**config.mk**
```make
export PLATFORM = sky130hd
export DESIGN_NAME = audio_gain
export DESIGN_NICKNAME = d
export VERILOG_FILES = /design/src/rtl/audio_gain.sv
export SDC_FILE = /design/constraint.sdc
export NUM_CORES = 1
export LEC_CHECK = 0
export ABC_AREA = 1
export CAP_MARGIN = 25
export CORE_UTILIZATION = 45
export DETAILED_ROUTE_END_ITERATION = 16
export PLACE_DENSITY = 0.66
export SLEW_MARGIN = 40
export SYNTH_ARGS = -nofsm -noshare
export SYNTH_HDL_FRONTEND = slang
export SYNTH_SLANG_ARGS = --single-unit
export TNS_END_PERCENT = 10
```
**constraint.sdc**
```tcl
create_clock -name clk -period 5 [get_ports clk]
set_input_delay 0.75 -clock clk [delete_from_list [all_inputs] [get_ports clk]]
set_output_delay 0.75 -clock clk [all_outputs]
set_load 0.01 [all_outputs]
```
**src/rtl/audio_gain.sv**
```systemverilog
// Two-stage signed sample scaler with debounced up/down volume buttons (gain = code/8).
// Define AUDIO_GAIN_SOFT_RAMP_EN to step the applied gain toward the target once per sample.
module audio_gain #(
  parameter int         DW              = 24,
  parameter int         DEBOUNCE_CYCLES = 250000,
  parameter logic [3:0] RESET_GAIN      = 4'd8
) (
  input  logic                 clk,
  input  logic                 rst,
  input  logic                 in_valid,
  input  logic signed [DW-1:0] in_sample,
  input  logic                 btn_up,
  input  logic                 btn_dn,
  output logic                 out_valid,
  output logic signed [DW-1:0] out_sample,
  output logic [3:0]           gain_code
);

  localparam int CW = $clog2(DEBOUNCE_CYCLES + 1);
  localparam logic [CW-1:0] CNT_LAST = CW'(DEBOUNCE_CYCLES - 1);
  localparam logic signed [DW-1:0] SMAX = {1'b0, {(DW-1){1'b1}}};
  localparam logic signed [DW-1:0] SMIN = {1'b1, {(DW-1){1'b0}}};

  // Index 0 is the up button, index 1 the down button.
  logic [1:0]    raw, sync1, sync2, level, level_q, rise;
  logic [CW-1:0] cnt [2];
  logic [3:0]    target;

  assign raw  = {btn_dn, btn_up};
  assign rise = level & ~level_q;

  always_ff @(posedge clk) begin
    if (rst) begin
      sync1   <= '0;
      sync2   <= '0;
      level   <= '0;
      level_q <= '0;
      for (int i = 0; i < 2; i++) cnt[i] <= '0;
    end else begin
      sync1   <= raw;
      sync2   <= sync1;
      level_q <= level;
      // A level is accepted only after it has disagreed for a full unbroken window.
      for (int i = 0; i < 2; i++) begin
        if (sync2[i] == level[i]) begin
          cnt[i] <= '0;
        end else if (cnt[i] == CNT_LAST) begin
          cnt[i]   <= '0;
          level[i] <= ~level[i];
        end else begin
          cnt[i] <= cnt[i] + CW'(1);
        end
      end
    end
  end

  always_ff @(posedge clk) begin
    if (rst) begin
      target <= RESET_GAIN;
    end else begin
      case (rise)
        2'b01:   if (target != 4'd15) target <= target + 4'd1;
        2'b10:   if (target != 4'd0)  target <= target - 4'd1;
        default: target <= target;
      endcase
    end
  end

  always_ff @(posedge clk) begin
    if (rst) begin
      gain_code <= RESET_GAIN;
    end else begin
`ifdef AUDIO_GAIN_SOFT_RAMP_EN
      if (in_valid) begin
        if (gain_code < target)      gain_code <= gain_code + 4'd1;
        else if (gain_code > target) gain_code <= gain_code - 4'd1;
      end
`else
      gain_code <= target;
`endif
    end
  end

  logic signed [DW+4:0] sample_ext, gain_ext, prod, shifted;
  logic signed [DW-1:0] sat_sample;
  logic                 v1, fits;

  assign sample_ext = (DW+5)'(in_sample);
  assign gain_ext   = (DW+5)'($signed({1'b0, gain_code}));

  always_comb begin
    shifted    = prod >>> 3;
    fits       = (&shifted[DW+4:DW-1]) | ~(|shifted[DW+4:DW-1]);
    sat_sample = shifted[DW-1:0];
    if (!fits) sat_sample = shifted[DW+4] ? SMIN : SMAX;
  end

  always_ff @(posedge clk) begin
    if (rst) begin
      v1         <= 1'b0;
      prod       <= '0;
      out_valid  <= 1'b0;
      out_sample <= '0;
    end else begin
      v1        <= in_valid;
      out_valid <= v1;
      if (in_valid) prod <= sample_ext * gain_ext;
      if (v1) out_sample <= sat_sample;
    end
  end

endmodule

```
# --- Word level (Yosys, flattened, before mapping) ---
# Memories as Yosys holds them, arrays and structs flattened.
# Cells that the tools add are included.
totals:
  regBits: 71
  elab_cells: 82
  n_memories: 1
  input_bits: 29
  ramBits: 36
memory_table:
  columns: ["memory", "words", "word_bits", "rd", "rd_ports_with_merged_regs", "wr", "line", "source"]
  rows:
  - ["cnt", 2, 18, 2, 0, 2, "26", "logic [CW-1:0] cnt [2];"]
op_classes:
  n_eq_ne: 9
  mux: 35
  mul: 1
  n_addsub: 4
  reduce_logical: 7
  n_bitwise: 14
op_table:
  columns: ["op", "n"]
  rows:
  - ["two-way mux 18 bit", 6]
  - ["two-way mux 24 bit", 2]
  - ["adder 18 x 1 -> 18 bit (second input constant)", 2]
  - ["equality test 18 bit (second input constant)", 2]
  - ["multiplier 24 x 5 -> 29 bit", 1]
  - ["two-way mux 1 bit", 24]
  - ["two-way mux 4 bit", 2]
  - ["case mux 4 bit (2 select lines)", 1]
  - ["bitwise OR 1 bit", 7]
  - ["AND reduction 3 bit", 2]
  - ["NOT 1 bit", 5]
  - ["adder 4 x 1 -> 4 bit (second input constant)", 1]
  - ["inequality test 2 bit (second input constant)", 2]
  - ["inequality test 4 bit (second input constant)", 1]
  - ["AND reduction 2 bit", 2]
  - ["nonzero test 4 bit", 1]
  - ["subtractor 4 x 1 -> 4 bit (second input constant)", 1]
  - ["OR reduction 3 bit", 1]
  - ["AND 2 bit", 1]
  - ["equality test 1 bit", 2]
  - ["equality test 2 x 1 -> 1 bit (second input constant)", 1]
  - ["equality test 2 bit (second input constant)", 1]
  - ["NOT 2 bit", 1]
  - ["nonzero test 2 bit", 1]

# --- Logic depth before layout (Yosys ltp) ---
# Gate-level depths: netlist (run 1).
# An unclocked memory read counts as a cell.
logic_depth:
  depth_word: 8
  mapped_depth: 21
  mapped_depth_nobuf: 20

# --- Worst setup path before layout (run 1) ---
# No wires, ideal clock.
synth_path:
  path_type: "input to register"
  startpoint: "input port in_sample[12]"
  endpoint: "register prod[18]"
  n_path_buf: 0
  path_slack_ns: 1.469
  t_arrival_ns: 3.415
  stages: 17
  cell_sequence: "nand2_1 -> inv_1 -> ha_1 -> fa_1 -> inv_1 -> fa_1 -> inv_1 -> ha_1 -> nand2_1 -> nor2_1 -> inv_1 -> nor3_1 -> a21oi_1 -> nand2_1 -> nand2_1 -> o21ai_0 -> inv_1"
synth_between:
  elab_chain_cells: 1
synth_rtl:
  columns: ["item", "line", "source"]
  rows:
  - ["from (decl)", "11", "input logic signed [DW-1:0] in_sample,"]
  - ["multiplier 24 x 5 -> 29 bit", "107", "if (in_valid) prod <= sample_ext * gain_ext;"]
  - ["to (signal assigned)", "107", null]
  - ["to (decl)", "84", "logic signed [DW+4:0] sample_ext, gain_ext, prod, shifted;"]
# No other way between the ends.
# A chain may end at the register's enable or synchronous reset.

# --- Final worst setup path (run 1) ---
layout_path:
  startpoint: "register gain_code[3]"
  endpoint: "register prod[27]"
layout_between:
  elab_chain_cells: 1
layout_rtl:
  columns: ["item", "line", "source"]
  rows:
  - ["from (decl)", "16", "output logic [3:0] gain_code"]
  - ["from (signal assigned)", "79", "gain_code <= target;"]
  - ["multiplier 24 x 5 -> 29 bit", "107", null]
# No other way between the ends.

==> metrics.txt, run 1 <==
# TYPE chip_impl_metric gauge
chip_impl_info{name="critical_path_class",value="flop to flop"} 1
chip_impl_metric{name="synth_area_per_cell",unit="sq um"} 6.77
chip_impl_metric{name="yosys_register_bits",unit=""} 104
chip_impl_info{name="timing.critical_path.to",value="prod[27]$_SDFFE_PP0P_"} 1
chip_impl_metric{name="global_routing_met3_resource_utilization",unit="%"} 2.38
chip_impl_metric{name="final.setup.tns",unit="ps"} 0
chip_impl_metric{name="routed_via_density",unit=""} 4.65
chip_impl_metric{name="placedCellCount",unit=""} 1662
chip_impl_metric{name="via_count_of_the_first_global_routing_pass",unit=""} 7358
chip_impl_metric{name="synth_cells",unit=""} 1326
chip_impl_metric{name="timing.critical_path.required",unit="ps"} 5240
chip_impl_metric{name="power.density",unit="nW/um^2"} 187
chip_impl_metric{name="dpl.hpwl",unit="um"} 15700
chip_impl_info{name="yosys_most_used_dff",value="dfxtp_1"} 1
chip_impl_metric{name="drc",unit=""} 0
chip_impl_info{name="global_route_layer_with_the_greatest_usage",value="met2"} 1
chip_impl_info{name="path_cells",value="buf_4, nand2_1, inv_1, ha_1, fa_1, inv_1, fa_1, inv_1, ha_1, nand2_1, nor2_1, nand2_1, nor2_1, nand2_1, nand3_1, nand2_1, nor2_1, nor2_1"} 1
chip_impl_metric{name="antenna-diode-count",unit=""} 0
chip_impl_metric{name="path_buf_inv",unit=""} 4
chip_impl_metric{name="globalRouteTotalUtil",unit="%"} 20.4
chip_impl_metric{name="ys_seq_area_share",unit="%"} 27.2
chip_impl_metric{name="number_of_synthesized_flops_with_an_enable_pin",unit=""} 36
chip_impl_metric{name="gp_congestion",unit=""} 0.923
chip_impl_metric{name="r2r_setup_slack",unit="ps"} 840
chip_impl_metric{name="syn-cell-area",unit="sq um"} 8970
chip_impl_metric{name="rr_worst_depth",unit=""} 18
chip_impl_metric{name="fin_crit_sh",unit="%"} 83.2
chip_impl_metric{name="layout-drive-gt1-share",unit="%"} 3.61
chip_impl_metric{name="finalNetCount",unit=""} 1547
chip_impl_metric{name="slew_headroom",unit="%"} 44.9
chip_impl_metric{name="worstPathArrival",unit="ps"} 4400
chip_impl_metric{name="totalWireLength",unit="um"} 19400
chip_impl_metric{name="std_cell_rows",unit=""} 51
chip_impl_metric{name="clock_path_buffers",unit=""} 2
chip_impl_metric{name="clk_transition_reported_paths",unit="ps"} 80
chip_impl_info{name="critical_path_endpoint_category",value="flop"} 1
chip_impl_metric{name="ant_nets",unit=""} 0
chip_impl_metric{name="placed_area",unit="sq um"} 9940
chip_impl_metric{name="tightest_slew",unit="ps"} 826
chip_impl_metric{name="hold_buffers",unit=""} 0
chip_impl_metric{name="drt_pre_antenna_iters",unit=""} 7
chip_impl_metric{name="post-cts-setup-buffer-count",unit=""} 0
chip_impl_info{name="unrepaired_setup_endpoints_after_global_routing",value="false"} 1
chip_impl_metric{name="yosys_warnings",unit=""} 0
chip_impl_metric{name="global_route.usage.met2",unit="%"} 36.2
chip_impl_metric{name="nFillCells",unit=""} 2040
chip_impl_metric{name="cts_resized",unit=""} 0
chip_impl_metric{name="wire_per_inst",unit="um"} 11.6
chip_impl_metric{name="worst-path-stages",unit=""} 18
chip_impl_metric{name="coreArea",unit="sq um"} 19500
chip_impl_metric{name="crit_path_max_incr_delay",unit="ps"} 740
chip_impl_metric{name="postSynth.asyncResetShare",unit="%"} 0
chip_impl_metric{name="place.port_buffers",unit=""} 57
chip_impl_metric{name="area_overhead_vs_synth",unit="%"} 14.2
chip_impl_metric{name="power_leakage",unit="nW"} 5.67
chip_impl_metric{name="fp.dieH",unit="um"} 143
chip_impl_metric{name="vias",unit=""} 7808
chip_impl_metric{name="irDropWorstVdd",unit="uV"} 143
chip_impl_metric{name="grt_max_degree",unit=""} 56
chip_impl_metric{name="fin_crit",unit="ps"} 4160
chip_impl_metric{name="setup_violation_total_in_the_final_timing_report",unit=""} 0
chip_impl_info{name="worst_hold_path_type",value="flop to flop"} 1
chip_impl_info{name="regToRegEndpoint",value="prod[27]$_SDFFE_PP0P_"} 1
chip_impl_info{name="most_numerous_cell_on_the_critical_path",value="nand2_1"} 1
chip_impl_metric{name="htree_levels",unit=""} 3
chip_impl_metric{name="timing.fmax",unit="MHz"} 240
chip_impl_info{name="cts_root_buffer",value="clkbuf_16"} 1
chip_impl_info{name="worst_path_dominant_cell_family",value="adder cells"} 1
chip_impl_metric{name="num_io_pins",unit=""} 58
chip_impl_metric{name="cts_inserted_buffers",unit=""} 9
chip_impl_info{name="clock_tree_from_tritoncts",value="built"} 1
chip_impl_metric{name="grt_antenna_before_repair",unit=""} 0
chip_impl_metric{name="maxSlewViolCount",unit=""} 0
chip_impl_metric{name="start_util",unit="%"} 46.0
chip_impl_info{name="worst_setup_path_start",value="gain_code[3]$_SDFF_PP1_"} 1
chip_impl_metric{name="wire_length_of_the_first_global_routing_pass",unit="um"} 33500
chip_impl_metric{name="max_cap_viol_count",unit=""} 0
chip_impl_info{name="run_status",value="finished clean"} 1
chip_impl_metric{name="dr.first_iter.drc_count",unit=""} 377
chip_impl_metric{name="met1_usage",unit="%"} 25.5
chip_impl_metric{name="count_of_clock_tree_sinks",unit=""} 104
chip_impl_metric{name="ff_latch_area",unit="sq um"} 2440
chip_impl_info{name="critical_path.startpoint_type",value="flop"} 1
chip_impl_metric{name="worst_clock_skew",unit="ps"} 12.4
chip_impl_metric{name="fp.dieW",unit="um"} 143
chip_impl_info{name="crit_path_top_delay_cell",value="dfxtp_1"} 1
chip_impl_metric{name="cp_max_fo",unit=""} 14
chip_impl_metric{name="final-hold-violation-count",unit=""} 0
chip_impl_metric{name="grt.overflow.total",unit=""} 0
chip_impl_metric{name="instances_no_fill",unit=""} 1678
chip_impl_metric{name="final_area",unit="sq um"} 10200
chip_impl_metric{name="clock_latency",unit="ps"} 350
chip_impl_metric{name="die_area",unit="sq um"} 20500
chip_impl_info{name="worst_r2r_startpoint",value="gain_code[3]$_SDFF_PP1_"} 1
chip_impl_metric{name="multi_input_comb_area",unit="sq um"} 5310
chip_impl_metric{name="synth.lib_cells_used.distinct",unit=""} 41
stage by stage:
| step | setup WS [ps] | power [W] | hold WS, ps | utilization (%) |
|---|---|---|---|---|
| final | 838 | 0.00192 | 414 | 52.5 |
| after global routing | 564 | 0.00201 | 435 | 52.5 |
| after CTS | 860 | 0.00194 | 415 | 52.5 |
| after detailed placement | 507 | 0.00122 | 398 | 50.9 |
| after global placement | 453 | 0.00122 | 401 | 50.9 |
| after floorplan | 1470 | 0.00112 | 388 | - |
cell usage after synthesis (2+ instances only):
cell type / number / share of area [%]
inv_1: 326 / 14
xnor2_1: 3 / 0.29
nand3_1: 51 / 2.8
nor2_1: 139 / 5.8
nand2_1: 343 / 14
nand3_2: 2 / 0.22
o21ai_0: 51 / 2.8
nor4_1: 4 / 0.28
or2_2: 4 / 0.28
nor3b_1: 6 / 0.50
nor3_4: 2 / 0.36
nand3b_1: 5 / 0.42
inv_2: 2 / 0.084
nor2_2: 4 / 0.28
fa_1: 50 / 11
xor2_1: 19 / 1.9
clkbuf_1: 25 / 1.0
nand2_2: 6 / 0.42
a31oi_1: 2 / 0.14
a21oi_1: 67 / 3.7
dfxtp_1: 68 / 15
nand4_1: 14 / 0.98
buf_6: 2 / 0.25
and2_1: 2 / 0.14
a21o_1: 3 / 0.25
edfxtp_1: 36 / 12
nor3_1: 17 / 0.95
ha_1: 60 / 8.4
worst min path at each step:
stage,from,end,depth (start not counted)
floorplan,sync1[0]$_SDFF_PP0_,sync2[0]$_SDFF_PP0_,2
global placement,sync1[0]$_SDFF_PP0_,sync2[0]$_SDFF_PP0_,2
detailed placement,sync1[1]$_SDFF_PP0_,sync2[1]$_SDFF_PP0_,2
CTS,sync1[1]$_SDFF_PP0_,sync2[1]$_SDFF_PP0_,2
global route,sync1[1]$_SDFF_PP0_,sync2[1]$_SDFF_PP0_,2
finish,sync1[1]$_SDFF_PP0_,sync2[1]$_SDFF_PP0_,2
cell type report:
cell class	count	share of cell area, %
Inverter	328	12.0
Clock inverter	7	0.794
Sequential cell	104	23.8
Timing Repair Buffer	65	6.11
Tap cell	265	3.24
Multi-Input combinational cell	900	51.8
Clock buffer	9	2.20
sequential cells by signal, indices dropped and copies added (netlist names):
name,flops
cnt,36
prod,26
out_sample,24
gain_code,4
target,4
level,2
level_q,2
sync1,2
sync2,2
out_valid,1
v1,1
per-layer routing:
metal	vias to the layer above	share of wire [%]
met5	-	0
met4	0	2.6
met3	29	2.3
met2	119	49
met1	3518	46
li1	4142	-
cell usage in the layout (no fill, tap or decap), types with 2 or more instances in the layout:
cell type / count
nand3_2: 2
nand2_1: 343
nand2_2: 6
buf_4: 8
nand3b_1: 5
fa_1: 50
nor2_2: 5
o21ai_0: 51
inv_1: 326
ha_1: 60
edfxtp_1: 36
xnor2_1: 3
clkbuf_16: 9
or2_2: 4
and2_1: 2
xor2_1: 19
a31oi_1: 2
nor3_1: 17
inv_2: 2
inv_8: 3
nor3b_1: 6
nand3_1: 51
nor4_1: 4
conb_1: 36
clkdlybuf4s50_1: 56
nor3_4: 2
nor2_1: 138
a21oi_1: 67
nand4_1: 14
dfxtp_1: 68
a21o_1: 3
worst min-delay path, stage by stage, from the launching register on:
cell and delay (ps):
dfxtp_1 300, inv_1 40, nor2_1 30
power breakdown:
| group | internal, W | switching, W |
|---|---|---|
| clock | 0.000362 | 0.000355 |
| sequential | 0.000914 | 0.0000304 |
| combinational | 0.000103 | 0.000153 |
cells by family after synthesis:
logic type,synth area share [%]
xor gates and xnor gates,2.15
DFF,27.2
AOI/OAI and AO/OA,7.31
buffers and inverters,15.1
adders and majority gates,19.5
other,0.0418
and+or+nand+nor,28.7
Note: power is estimated with default switching activity, not from simulation.
==> run 2, diff against run 1 <==
- PLACE_DENSITY: 0.66 -> 0.69
- clock period: 5 -> 3.4 ns (I/O delays scaled with it)
==> metrics.txt, run 2 (same netlist as run 1, synthesis figures left out) <==
# TYPE chip_impl_metric gauge
chip_impl_metric{name="timing.critical_path.required",unit="ps"} 3660
chip_impl_metric{name="power.share.switching",unit="%"} 27.6
chip_impl_metric{name="grt_antenna_before_repair",unit=""} 0
chip_impl_metric{name="worstPathArrival",unit="ps"} 3740
chip_impl_metric{name="instances_no_fill",unit=""} 1766
chip_impl_metric{name="layout.core_utilization",unit="%"} 61.6
chip_impl_info{name="critical_path_class",value="flop to flop"} 1
chip_impl_metric{name="totalWireLength",unit="um"} 22300
chip_impl_info{name="critical_path.startpoint_type",value="flop"} 1
chip_impl_metric{name="coreArea",unit="sq um"} 19500
chip_impl_metric{name="globalRouteTotalUtil",unit="%"} 22.9
chip_impl_metric{name="design_power_total",unit="W"} 0.00297
chip_impl_info{name="most_numerous_cell_on_the_critical_path",value="inv_1"} 1
chip_impl_metric{name="area_overhead_vs_synth",unit="%"} 34.1
chip_impl_metric{name="finalNetCount",unit=""} 1635
chip_impl_info{name="critical_path_endpoint_category",value="flop"} 1
chip_impl_info{name="clock_tree_from_tritoncts",value="built"} 1
chip_impl_metric{name="final_area",unit="sq um"} 12000
chip_impl_metric{name="clock_path_buffers",unit=""} 2
chip_impl_metric{name="wire_length_of_the_first_global_routing_pass",unit="um"} 37300
chip_impl_metric{name="final-hold-violation-count",unit=""} 0
chip_impl_metric{name="max_cap_viol_count",unit=""} 0
chip_impl_metric{name="die_area",unit="sq um"} 20500
chip_impl_metric{name="via_count_of_the_first_global_routing_pass",unit=""} 8131
chip_impl_info{name="cts_root_buffer",value="clkbuf_16"} 1
chip_impl_metric{name="grt.overflow.total",unit=""} 0
chip_impl_metric{name="crit_path_max_incr_delay",unit="ps"} 530
chip_impl_metric{name="final.setup.tns",unit="ps"} -101
chip_impl_info{name="layout.cells.most_common",value="inv_1"} 1
chip_impl_info{name="reg_top3",value="cnt x36, prod x26, out_sample x24"} 1
chip_impl_metric{name="start_util",unit="%"} 46.0
chip_impl_metric{name="cts_inserted_buffers",unit=""} 9
chip_impl_metric{name="power.density",unit="nW/um^2"} 247
chip_impl_info{name="violations",value="setup timing"} 1
chip_impl_metric{name="placed_area",unit="sq um"} 10600
chip_impl_metric{name="ant_nets",unit=""} 0
chip_impl_metric{name="largest_register_ffs",unit=""} 36
chip_impl_metric{name="vias",unit=""} 8409
chip_impl_metric{name="tightest_slew",unit="ps"} 823
chip_impl_metric{name="clock_latency",unit="ps"} 350
chip_impl_metric{name="grt_max_degree",unit=""} 55
chip_impl_info{name="worst_path_dominant_cell_family",value="adder cells"} 1
chip_impl_metric{name="dr.first_iter.drc_count",unit=""} 492
chip_impl_metric{name="clk_transition_reported_paths",unit="ps"} 80
chip_impl_metric{name="count_of_clock_tree_sinks",unit=""} 104
chip_impl_metric{name="irDropWorstVdd",unit="uV"} 270
chip_impl_metric{name="p_sw",unit="W"} 0.000820
chip_impl_metric{name="postLayoutSetupSlackWorst",unit="ps"} -78.3
chip_impl_metric{name="layout-drive-gt1-share",unit="%"} 21.5
chip_impl_metric{name="internal-power",unit="W"} 0.00215
chip_impl_metric{name="worst_clock_skew",unit="ps"} 10.4
chip_impl_metric{name="routed_via_density",unit=""} 4.76
chip_impl_metric{name="num_io_pins",unit=""} 58
chip_impl_metric{name="maxSlewViolCount",unit=""} 0
chip_impl_metric{name="std_cell_rows",unit=""} 51
chip_impl_metric{name="setup_violation_total_in_the_final_timing_report",unit=""} 2
chip_impl_metric{name="fin_crit_sh",unit="%"} 102
chip_impl_metric{name="power_leakage",unit="nW"} 6.30
chip_impl_info{name="commonest_cells_after_routing_fill_and_taps_aside",value="297 x inv_1, 287 x nand2_1, 115 x nor2_1"} 1
chip_impl_metric{name="antenna-diode-count",unit=""} 0
chip_impl_metric{name="drt_pre_antenna_iters",unit=""} 6
chip_impl_metric{name="fp.dieW",unit="um"} 143
chip_impl_info{name="crit_path_top_delay_cell",value="fa_1"} 1
chip_impl_info{name="path_cells",value="buf_12, buf_16, nand2_1, inv_2, ha_4, fa_1, inv_1, fa_1, inv_1, ha_4, nand2_4, inv_1, a21oi_2, nor2_1, nor2_1, nand3_1, nand2_1, nand3_1, nand2_1, inv_1"} 1
chip_impl_metric{name="htree_levels",unit=""} 3
chip_impl_metric{name="pwr-share-clk",unit="%"} 36.4
chip_impl_metric{name="nFillCells",unit=""} 1767
chip_impl_metric{name="drc",unit=""} 0
chip_impl_info{name="worst_hold_path_type",value="flop to flop"} 1
chip_impl_info{name="unrepaired_setup_endpoints_after_global_routing",value="true"} 1
chip_impl_metric{name="place.port_buffers",unit=""} 57
chip_impl_metric{name="placedCellCount",unit=""} 1739
chip_impl_metric{name="slew_headroom",unit="%"} 45.0
chip_impl_metric{name="gp_congestion",unit=""} 0.914
chip_impl_metric{name="dpl.hpwl",unit="um"} 16000
chip_impl_metric{name="wire_per_inst",unit="um"} 12.6
chip_impl_metric{name="fp.dieH",unit="um"} 143
chip_impl_metric{name="path_buf_inv",unit=""} 7
chip_impl_metric{name="cp_max_fo",unit=""} 5
chip_impl_metric{name="comb_power_share",unit="%"} 16.9
chip_impl_metric{name="ff_latch_area",unit="sq um"} 2450
chip_impl_info{name="largest_register_by_flop_count",value="cnt"} 1
chip_impl_info{name="run_status",value="finished, violations left"} 1
chip_impl_metric{name="fin_crit",unit="ps"} 3480
chip_impl_metric{name="multi_input_comb_area",unit="sq um"} 6330
chip_impl_metric{name="sequential_share_of_power",unit="%"} 46.7
chip_impl_metric{name="timing.fmax",unit="MHz"} 287
-- run 2: cell types whose count changed in the layout (fill, tap and decap cells not counted), sizes merged --
cell / before / now
bufinv: 0 / 1
buf: 9 / 97
clkinvlp: 0 / 1
dlygate4sd2: 0 / 13
clkdlybuf4s50: 56 / 34
dlymetal6s2s: 0 / 9
inv: 334 / 332
-- run 2: layout make-up --
| class | count | area share, % |
|---|---|---|
| timing repair buffer | 153 | 11.5 |
| multi-input combinational | 900 | 52.6 |
| tap | 265 | 2.76 |
| inverter | 328 | 10.2 |
| sequential | 104 | 20.3 |
| clock inverter | 7 | 0.718 |
| clock buffer | 9 | 1.87 |
-- run 2: worst paths after layout --
path,startpoint,to,slack (ps),cells after the start
max,gain_code[3]$_SDFF_PP1_,prod[22]$_SDFFE_PP0P_,-80,20
max reg2reg,gain_code[3]$_SDFF_PP1_,prod[22]$_SDFFE_PP0P_,-80,20
min,sync1[1]$_SDFF_PP0_,sync2[1]$_SDFF_PP0_,410,2
min reg2reg,sync1[1]$_SDFF_PP0_,sync2[1]$_SDFF_PP0_,410,2
-- run 2: repair_timing --
action | in CTS | in global routing
setup buffers | 9 | 1
pin swaps | 59 | 45
endpoints found under the setup margin | 23 | 22
hold buffers | 0 | 0
cloned | 2 | 0
gates resized for setup | 175 | 72
-- run 2: tightest hold or removal path, stage by stage, from the launching register on --
cell	delay (ps)
dfxtp_1	300
inv_1	40
nor2_1	30
-- run 2: stage by stage --
step                      setup slack [ps]  hold WS (ps)
after floorplan                      0.684           388
after global placement                -626           398
after detailed placement              -639           402
after CTS                            -19.2           413
after global routing                  -196           425
final                                -78.3           410
-- run 2: layer usage --
metal	global-route usage [%]	vias up	wire length, um
met5	0	-	0
met4	10.4	0	925
met3	2.38	52	555
met2	41.1	149	11100
met1	27.4	3901	9760
li1	-	4307	-
-- run 2: power by group through the flow --
stage / clock [W] / combinational (W) / sequential, W
6_report: 0.00108 / 0.000504 / 0.00139
5_1_grt: 0.00115 / 0.000564 / 0.00140
4_1_cts: 0.00110 / 0.000490 / 0.00139
3_5_place_dp: 0 / 0.000424 / 0.00142
3_3_place_gp: 0 / 0.000418 / 0.00142
2_1_floorplan: 0 / 0.000236 / 0.00141
==> run 3, diff against run 2 <==
- SKIP_LAST_GASP: default -> 1
==> metrics.txt, run 3 (same netlist as run 1, synthesis figures left out) <==
# TYPE chip_impl_metric gauge
chip_impl_info{name="run_status",value="finished, violations left"} 1
chip_impl_info{name="violations",value="setup timing"} 1
chip_impl_metric{name="area_overhead_vs_synth",unit="%"} 37.1
chip_impl_metric{name="max_cap_viol_count",unit=""} 0
chip_impl_metric{name="antenna-diode-count",unit=""} 0
chip_impl_metric{name="routed_via_density",unit=""} 4.85
chip_impl_metric{name="maxSlewViolCount",unit=""} 0
chip_impl_metric{name="num_io_pins",unit=""} 58
chip_impl_metric{name="met1_usage",unit="%"} 27.4
chip_impl_metric{name="global_route.usage.met2",unit="%"} 41.2
chip_impl_metric{name="via_count_of_the_first_global_routing_pass",unit=""} 8127
chip_impl_metric{name="timing.fmax",unit="MHz"} 289
chip_impl_metric{name="worst_clock_skew",unit="ps"} 10.6
chip_impl_metric{name="grt.overflow.total",unit=""} 0
chip_impl_metric{name="final-hold-violation-count",unit=""} 0
chip_impl_info{name="hold_path_end",value="sync2[1]$_SDFF_PP0_"} 1
chip_impl_metric{name="drt_pre_antenna_iters",unit=""} 7
chip_impl_metric{name="std_cell_rows",unit=""} 51
chip_impl_metric{name="wire_length_of_the_first_global_routing_pass",unit="um"} 37300
chip_impl_metric{name="coreArea",unit="sq um"} 19500
chip_impl_metric{name="placedCellCount",unit=""} 1739
chip_impl_metric{name="largest_register_ffs",unit=""} 36
chip_impl_info{name="global_route_layer_with_the_greatest_usage",value="met2"} 1
chip_impl_metric{name="global_routing_met3_resource_utilization",unit="%"} 2.38
chip_impl_metric{name="clock_latency",unit="ps"} 350
chip_impl_metric{name="instances_no_fill",unit=""} 1776
chip_impl_metric{name="clock_path_buffers",unit=""} 2
chip_impl_metric{name="power_leakage",unit="nW"} 6.40
chip_impl_metric{name="grt_max_degree",unit=""} 55
chip_impl_metric{name="vias",unit=""} 8613
chip_impl_metric{name="place.port_buffers",unit=""} 57
chip_impl_metric{name="fp.dieH",unit="um"} 143
chip_impl_metric{name="fin_crit_sh",unit="%"} 102
chip_impl_metric{name="final_area",unit="sq um"} 12300
chip_impl_metric{name="final.setup.tns",unit="ps"} -134
chip_impl_info{name="unrepaired_setup_endpoints_after_global_routing",value="true"} 1
chip_impl_metric{name="cts_inserted_buffers",unit=""} 9
chip_impl_info{name="hold_path_startpoint",value="sync1[1]$_SDFF_PP0_"} 1
chip_impl_metric{name="instance_count_along_the_most_critical_hold_path",unit=""} 2
chip_impl_info{name="critical_path_class",value="flop to flop"} 1
chip_impl_metric{name="timing.critical_path.required",unit="ps"} 3640
chip_impl_metric{name="r2r_setup_slack",unit="ps"} -70
chip_impl_metric{name="irDropWorstVdd",unit="uV"} 262
chip_impl_metric{name="power.density",unit="nW/um^2"} 243
chip_impl_metric{name="fp.dieW",unit="um"} 143
chip_impl_metric{name="dpl.hpwl",unit="um"} 16000
chip_impl_info{name="cts_root_buffer",value="clkbuf_16"} 1
chip_impl_metric{name="ant_nets",unit=""} 0
chip_impl_metric{name="globalRouteTotalUtil",unit="%"} 22.9
chip_impl_metric{name="dr.first_iter.drc_count",unit=""} 536
chip_impl_info{name="largest_register_by_flop_count",value="cnt"} 1
chip_impl_metric{name="totalWireLength",unit="um"} 23700
chip_impl_metric{name="count_of_clock_tree_sinks",unit=""} 104
chip_impl_metric{name="layout.core_utilization",unit="%"} 63.0
chip_impl_metric{name="rr_worst_depth",unit=""} 17
chip_impl_info{name="reg_top3",value="cnt x36, prod x26, out_sample x24"} 1
chip_impl_metric{name="layout-drive-gt1-share",unit="%"} 26.1
chip_impl_metric{name="grt_antenna_before_repair",unit=""} 0
chip_impl_metric{name="slew_headroom",unit="%"} 44.9
chip_impl_info{name="critical_path_endpoint_category",value="flop"} 1
chip_impl_metric{name="finalNetCount",unit=""} 1645
chip_impl_metric{name="worstPathArrival",unit="ps"} 3700
chip_impl_metric{name="htree_levels",unit=""} 3
chip_impl_metric{name="drc",unit=""} 0
chip_impl_metric{name="start_util",unit="%"} 46.0
chip_impl_metric{name="setup_violation_total_in_the_final_timing_report",unit=""} 5
chip_impl_metric{name="die_area",unit="sq um"} 20500
chip_impl_info{name="commonest_cells_after_routing_fill_and_taps_aside",value="265 x inv_1, 261 x nand2_1, 113 x nor2_1"} 1
chip_impl_info{name="worst_r2r_startpoint",value="gain_code[2]$_SDFF_PP0_"} 1
chip_impl_info{name="layout.cells.most_common",value="inv_1"} 1
chip_impl_metric{name="worst_hold_slack_after_final_layout",unit="ps"} 409
chip_impl_metric{name="cp_max_fo",unit=""} 5
chip_impl_metric{name="tightest_slew",unit="ps"} 824
chip_impl_metric{name="gp_congestion",unit=""} 0.914
chip_impl_metric{name="wire_per_inst",unit="um"} 13.3
chip_impl_info{name="clock_tree_from_tritoncts",value="built"} 1
chip_impl_info{name="regToRegEndpoint",value="prod[27]$_SDFFE_PP0P_"} 1
chip_impl_metric{name="placed_area",unit="sq um"} 10600
chip_impl_info{name="critical_path.startpoint_type",value="flop"} 1
chip_impl_metric{name="fin_crit",unit="ps"} 3470
chip_impl_metric{name="clk_transition_reported_paths",unit="ps"} 70
chip_impl_info{name="worst_hold_path_type",value="flop to flop"} 1
chip_impl_metric{name="postLayoutSetupSlackWorst",unit="ps"} -65.2
## run 3: cell count changes in the layout (fill, tap and decap cells not counted), sizes merged
cell           delta
dlymetal6s2s      +1
clkbuf            +3
buf               +7
clkdlybuf4s50     -1
## run 3: stage by stage
stage | worst slack (ps) | power (W)
after detailed placement | -639 | 0.00184
final | -65.2 | 0.00300
after global routing | -215 | 0.00313
after global placement | -626 | 0.00183
after floorplan | 0.684 | 0.00165
after CTS | -19.2 | 0.00298
## run 3: worst max-delay path by stage
stage                                        from                    end  slack (ps)
final                     gain_code[2]$_SDFF_PP0_  prod[27]$_SDFFE_PP0P_         -70
after global routing      gain_code[2]$_SDFF_PP0_  prod[27]$_SDFFE_PP0P_        -210
after CTS                 gain_code[3]$_SDFF_PP1_  prod[26]$_SDFFE_PP0P_         -20
after detailed placement             in_sample[8]  prod[19]$_SDFFE_PP0P_        -640
after global placement              in_sample[18]  prod[21]$_SDFFE_PP0P_        -630
after floorplan           gain_code[2]$_SDFF_PP0_  prod[18]$_SDFFE_PP0P_         0.7
## run 3: final cells by class
type	count	area (sq um)
well taps	265	332
clock buffers	9	225
clock inverters	7	86.3
multi-input cells	900	6480
inverters	328	1230
repair buffers	163	1500
fillers	1688	7220
flip-flops and latches	104	2450
## run 3: layer usage
layer,wire length (um),vias to the layer above
met2,11700,191
li1,-,4336
met3,733,73
met4,1170,0
met5,0,-
met1,10100,4013
## run 3: critical path, cell delays in order, from the launching register on
cell	delay, ps
dfxtp_4	460
clkbuf_16	200
nand2_2	50
inv_2	60
ha_4	200
fa_1	530
inv_2	40
fa_1	520
inv_2	50
ha_4	270
nand2_4	100
inv_1	60
a21oi_1	270
nand2_2	110
a21oi_2	160
a21oi_1	90
nor2_2	120
nor2_1	50
## run 3: repair_timing
action / in CTS / in global routing
endpoints found under the setup margin: 23 / 23
gates cloned: 2 / 4
hold buffers: 0 / 0
pin swaps: 57 / 118
buffers inserted: 9 / 8
gates resized for setup: 162 / 159
## run 3: where the power goes
group          total [W]  internal [W]  switching (W)
clock            0.00108      0.000586       0.000494
sequential       0.00139       0.00134      0.0000456
combinational   0.000526      0.000236       0.000291
